--- src/rtl/stack_ctrl_pkg.sv ---
// Shared definitions for the stack controller: op codes, FSM states, data width.
// WIDTH comes from the global `WIDTH macro (common.h); a fallback keeps standalone builds working.
`ifndef WIDTH
`define WIDTH 16
`endif

package stack_ctrl_pkg;

    localparam int unsigned WIDTH = `WIDTH;
    localparam int unsigned OP_W  = 2;

    localparam logic [OP_W-1:0] OP_NOP     = 2'b00;
    localparam logic [OP_W-1:0] OP_PUSH    = 2'b01;
    localparam logic [OP_W-1:0] OP_POP     = 2'b10;
    localparam logic [OP_W-1:0] OP_REPLACE = 2'b11;

    typedef enum logic [0:0] {
        ST_RUN  = 1'b0,
        ST_HALT = 1'b1
    } state_e;

endpackage

--- src/rtl/stack.sv ---
// J2 dual-address stack memory: combinational read port, synchronous write port.
// Contents are never reset.
module stack
    import stack_ctrl_pkg::*;
#(
    parameter int unsigned DEPTH = 4
) (
    input  logic             clock,
    input  logic [DEPTH-1:0] read_address,
    output logic [WIDTH-1:0] read_data,
    input  logic             write_enable,
    input  logic [DEPTH-1:0] write_address,
    input  logic [WIDTH-1:0] write_data
);

    localparam int unsigned ENTRIES = 2 ** DEPTH;

    logic [WIDTH-1:0] mem [ENTRIES];

    always_ff @(posedge clock) begin
        if (write_enable) begin
            mem[write_address] <= write_data;
        end
    end

    assign read_data = mem[read_address];

endmodule

--- src/rtl/stack_ctrl.sv ---
// Push/pop controller for a J2 stack: owns pointer, count, RUN/HALT FSM and error flags.
// Optional STACK_HIGH_WATER_EN adds a high_water output (max count since reset/flush).
module stack_ctrl
    import stack_ctrl_pkg::*;
#(
    parameter int unsigned DEPTH = 4
) (
    input  logic             clock,
    input  logic             active_low_reset,
    input  logic [OP_W-1:0]  op,
    input  logic [WIDTH-1:0] push_data,
    input  logic             flush,
    input  logic             err_clear,
    output logic [WIDTH-1:0] top,
    output logic             top_valid,
    output logic             full,
    output logic             empty,
    output logic [DEPTH:0]   count,
`ifdef STACK_HIGH_WATER_EN
    output logic [DEPTH:0]   high_water,
`endif
    output logic             overflow,
    output logic             underflow,
    output logic             halted
);

    localparam logic [DEPTH:0]   CAPACITY = (DEPTH+1)'(1) << DEPTH;
    localparam logic [DEPTH-1:0] SP_RESET = '1;

    state_e           state_q, state_d;
    logic [DEPTH-1:0] sp_q, sp_d;
    logic [DEPTH:0]   count_q, count_d;
    logic             overflow_q, overflow_d;
    logic             underflow_q, underflow_d;

    logic             write_enable_c;
    logic [DEPTH-1:0] write_address_c;
    logic [WIDTH-1:0] read_data_c;
    logic             full_c, empty_c;

    assign full_c  = (count_q == CAPACITY);
    assign empty_c = (count_q == '0);

    // State register
    always_ff @(posedge clock or negedge active_low_reset) begin
        if (!active_low_reset) begin
            state_q     <= ST_RUN;
            sp_q        <= SP_RESET;
            count_q     <= '0;
            overflow_q  <= 1'b0;
            underflow_q <= 1'b0;
        end else begin
            state_q     <= state_d;
            sp_q        <= sp_d;
            count_q     <= count_d;
            overflow_q  <= overflow_d;
            underflow_q <= underflow_d;
        end
    end

    // Next-state, pointer/count update and memory write control
    always_comb begin
        state_d         = state_q;
        sp_d            = sp_q;
        count_d         = count_q;
        overflow_d      = overflow_q;
        underflow_d     = underflow_q;
        write_enable_c  = 1'b0;
        write_address_c = sp_q;

        case (state_q)
            ST_RUN: begin
                if (!flush) begin
                    case (op)
                        OP_PUSH: begin
                            if (full_c) begin
                                overflow_d = 1'b1;
                                state_d    = ST_HALT;
                            end else begin
                                write_enable_c  = 1'b1;
                                write_address_c = sp_q + DEPTH'(1);
                                sp_d            = sp_q + DEPTH'(1);
                                count_d         = count_q + (DEPTH+1)'(1);
                            end
                        end
                        OP_POP: begin
                            if (empty_c) begin
                                underflow_d = 1'b1;
                                state_d     = ST_HALT;
                            end else begin
                                sp_d    = sp_q - DEPTH'(1);
                                count_d = count_q - (DEPTH+1)'(1);
                            end
                        end
                        OP_REPLACE: begin
                            if (empty_c) begin
                                underflow_d = 1'b1;
                                state_d     = ST_HALT;
                            end else begin
                                write_enable_c = 1'b1;
                            end
                        end
                        default: ;
                    endcase
                end
            end
            ST_HALT: begin
                if (err_clear) begin
                    overflow_d  = 1'b0;
                    underflow_d = 1'b0;
                    state_d     = ST_RUN;
                end
            end
            default: state_d = ST_RUN;
        endcase

        // flush wins over any op but leaves FSM and flags alone
        if (flush) begin
            sp_d           = SP_RESET;
            count_d        = '0;
            write_enable_c = 1'b0;
        end
    end

`ifdef STACK_HIGH_WATER_EN
    logic [DEPTH:0] high_water_q;

    always_ff @(posedge clock or negedge active_low_reset) begin
        if (!active_low_reset) begin
            high_water_q <= '0;
        end else if (flush) begin
            high_water_q <= '0;
        end else if (count_d > high_water_q) begin
            high_water_q <= count_d;
        end
    end

    assign high_water = high_water_q;
`endif

    stack #(
        .DEPTH (DEPTH)
    ) u_stack (
        .clock         (clock),
        .read_address  (sp_q),
        .read_data     (read_data_c),
        .write_enable  (write_enable_c),
        .write_address (write_address_c),
        .write_data    (push_data)
    );

    assign top       = empty_c ? '0 : read_data_c;
    assign top_valid = !empty_c;
    assign full      = full_c;
    assign empty     = empty_c;
    assign count     = count_q;
    assign overflow  = overflow_q;
    assign underflow = underflow_q;
    assign halted    = (state_q == ST_HALT);

endmodule

--- config.mk ---
export PLATFORM = sky130hd
export DESIGN_NAME = stack_ctrl
export DESIGN_NICKNAME = d
export VERILOG_FILES = /design/src/rtl/stack_ctrl_pkg.sv /design/src/rtl/stack.sv /design/src/rtl/stack_ctrl.sv
export SDC_FILE = /design/constraint.sdc
export NUM_CORES = 1
export LEC_CHECK = 0
export CORE_MARGIN = 4
export CORE_UTILIZATION = 35
export DETAILED_ROUTE_END_ITERATION = 10
export SLEW_MARGIN = 10
export SYNTH_ARGS = -nofsm -noshare
export SYNTH_HDL_FRONTEND = slang
export SYNTH_SLANG_ARGS = --single-unit
--- constraint.sdc ---
create_clock -name clock -period 8.12 [get_ports clock]
set_input_delay 0.812 -clock clock [delete_from_list [all_inputs] [get_ports clock]]
set_output_delay 0.812 -clock clock [all_outputs]
set_load 0.03 [all_outputs]
==> impl_metrics.toml <==
[cts]
htree_levels = 1
clock-sinks = 268
clock_latency_ns = 0.55
numCtsBuffers = 29
ctsHoldBuffers = 0
clockBufferDepth = 3
cts-resized-gates = 0
cts_tree = "done"
cts_setup_buffers = 0
clk_pin_slew_worst_paths_ns = 0.06
clk_root_buffer_cell = "clkbuf_16"

[timing]
setup_ws_ns = 3.35
maxSlewViolCount = 0
finalCritPeriodShare = 0.588
max_slew_margin = 0.236
fin_crit_ns = 4.77
finalSetupViolCount = 0
max_freq_mhz = 210
setup-tns-final_ns = 0
hold_violations = 0
fin_skew_ns = 0.0172
tightest_slew_ns = 1.15
rsz0062_at_grt = "no"

[layout]
final_util = 0.427
nNetsFinal = 616
drive_gt1_frac = 0.257
antenna_cells = 0
finish.instance_area_um2 = 12800
areaGrowthSynthToFinish_pct = 19.1

[synthesis]
synth_top_area_frac = 0.717
synth_area_leader_cell = "edfxtp_1"
synth-edff-count = 256
ys_seq_area_frac = 0.745
synthTopCellsByCount = "256 x edfxtp_1, 64 x mux4_2, 34 x mux2i_1"
ys_types = 45
syn_avg_cell_area_um2 = 20.9
async_flop_share = 0.0448
syn_nets = 542
ys_warn_count = 0
ys.flop_type = "edfxtp_1"
synthesis.area_um2 = 10700
ys_ff_latch = 268
synthTopCellsByArea = "edfxtp_1 72%, mux4_2 13%, mux2i_1 3.2%, dfrtp_1 1.9%, dfstp_2 0.98%"
synth_cells = 514
synthMostInstantiatedCell = "edfxtp_1"

[pwr]
p_leak_uw = 0.00428
netSwitchingFraction = 0.286
ir_drop_mv = 0.185
p_clk_frac = 0.341
powerDensity_nw_per_um2 = 296
pwr-share-seq = 0.432
switchingPower_uw = 1080
p_comb_frac = 0.227
p_int_uw = 2700

[worst_setup_path]
end_kind = "output pin"
cp-start-kind = "register"
crit_arrival_ns = 3.96
worstSetupPathType = "reg2out"
crit_fanout = 43
crit_required_ns = 7.31

[placement]
portBuffers = 48
hpwl_um = 13800
placed_area_um2 = 11800
dp_slack_ns = 3.80
gp_congestion = 0.764

[grt]
grt_remaining_overflow = 0
track_usage = 0.140
grt_antenna_before_repair = 0
grt_pass1_wl_um = 35500
grt_max_degree = 44
grt_pass1_vias = 5565

[drt]
detail-route-antenna-nets = 0
vias_per_cell = 5.31
dr.first_iter.drc_count = 432
first_pass_iters = 5
routed-via-count = 5311
drc = 0
wl_um = 23500
wl_per_cell_um = 23.5

[die]
die_y_um = 183
num_rows = 63
die_area_um2 = 33500
coreArea_um2 = 30000
ios = 49
initial_core_util = 0.358
die_width_um = 183

[run]
max_cap_violations = 0

[run_status]
status = "complete, no violations"

[min_path]
hp-class = "reg2reg"
-- cell usage in the layout (no fill, tap or decap), types with 4 or more instances in the layout --
cell / count
nor2_1: 9
clkbuf_1: 5
a21oi_1: 8
clkinv_2: 4
clkbuf_16: 29
nand2_1: 6
o22ai_1: 16
nor3_1: 4
mux2i_1: 34
clkinv_1: 4
a31oi_1: 6
o21ai_0: 4
mux4_2: 64
xnor2_1: 6
inv_1: 12
dfrtp_1: 8
nor3_2: 13
buf_4: 20
ha_1: 5
edfxtp_1: 256
clkdlybuf4s50_1: 48
-- flip-flops by register name, indices dropped and copies added (netlist names) --
| signal | flops |
|---|---|
| count | 5 |
| halted | 1 |
| overflow | 1 |
| sp_q | 4 |
| u_stack.mem | 256 |
| underflow | 1 |
-- final cells by class --
| type | count | area, um2 |
|---|---|---|
| Inverter | 12 | 45.0 |
| Tap cell | 390 | 488 |
| Fill cell | 2567 | 17200 |
| Sequential cell | 268 | 8000 |
| Multi-Input combinational cell | 209 | 2670 |
| Clock buffer | 34 | 744 |
| Clock inverter | 19 | 205 |
| Timing Repair Buffer | 68 | 631 |
-- power by group through the flow --
stage / clock, uW / combinational [uW] / sequential (uW)
after detailed placement: 0 / 870 / 1670
final: 1290 / 857 / 1630
after global routing: 1380 / 919 / 1640
after floorplan: 0 / 577 / 1630
after global placement: 0 / 863 / 1660
after CTS: 1320 / 875 / 1640
-- through the flow --
step / cells / hold WS (ns) / total power (uW)
after floorplan: 514 / 0.516 / 2210
after detailed placement: 947 / 0.508 / 2540
final: 1000 / 0.524 / 3780
after CTS: 1000 / 0.523 / 3830
after global placement: 947 / 0.502 / 2520
after global routing: 1000 / 0.540 / 3940
-- metal layers --
metal	routed length, um	vias to the layer above	GRT usage
li1	-	2305	-
met1	10400	2791	0.206
met2	11300	190	0.220
met3	1600	25	0.0290
met4	277	0	0.0265
met5	0	-	0
-- cell families after synthesis --
logic type,count (synthesis),share of synthesized area
compound gates,46,0.0287
xor+xnor,9,0.00875
fa+ha+maj,6,0.00770
buf+inv,37,0.0142
flops,268,0.745
mux,99,0.167
simple gates,49,0.0286
-- critical path, stage by stage (launching register included) --
cell             delay, ns
dfstp_4               0.98
buf_4                 0.75
mux4_2                0.60
mux2i_1               0.22
o22ai_1               0.16
clkdlybuf4s50_1       0.64
-- final timing paths --
check / startpoint / to / slack, ns / cells after the start
setup / recovery: sp_q[0]$_DFFE_PN1P_ / top[10] / 3.35 / 5
hold / removal: overflow$_DFFE_PN0P_ / overflow$_DFFE_PN0P_ / 0.52 / 1
setup reg to reg: sp_q[0]$_DFFE_PN1P_ / u_stack.mem[13][0]$_DFFE_PP_ / 3.97 / 8
hold reg to reg: overflow$_DFFE_PN0P_ / overflow$_DFFE_PN0P_ / 0.52 / 1
max in group asynchronous: active_low_reset / sp_q[2]$_DFFE_PN1P_ / 7.11 / 1
min in group asynchronous: active_low_reset / count[3]$_DFFE_PN0P_ / 0.63 / 1
(Power assumes the default switching activity.)
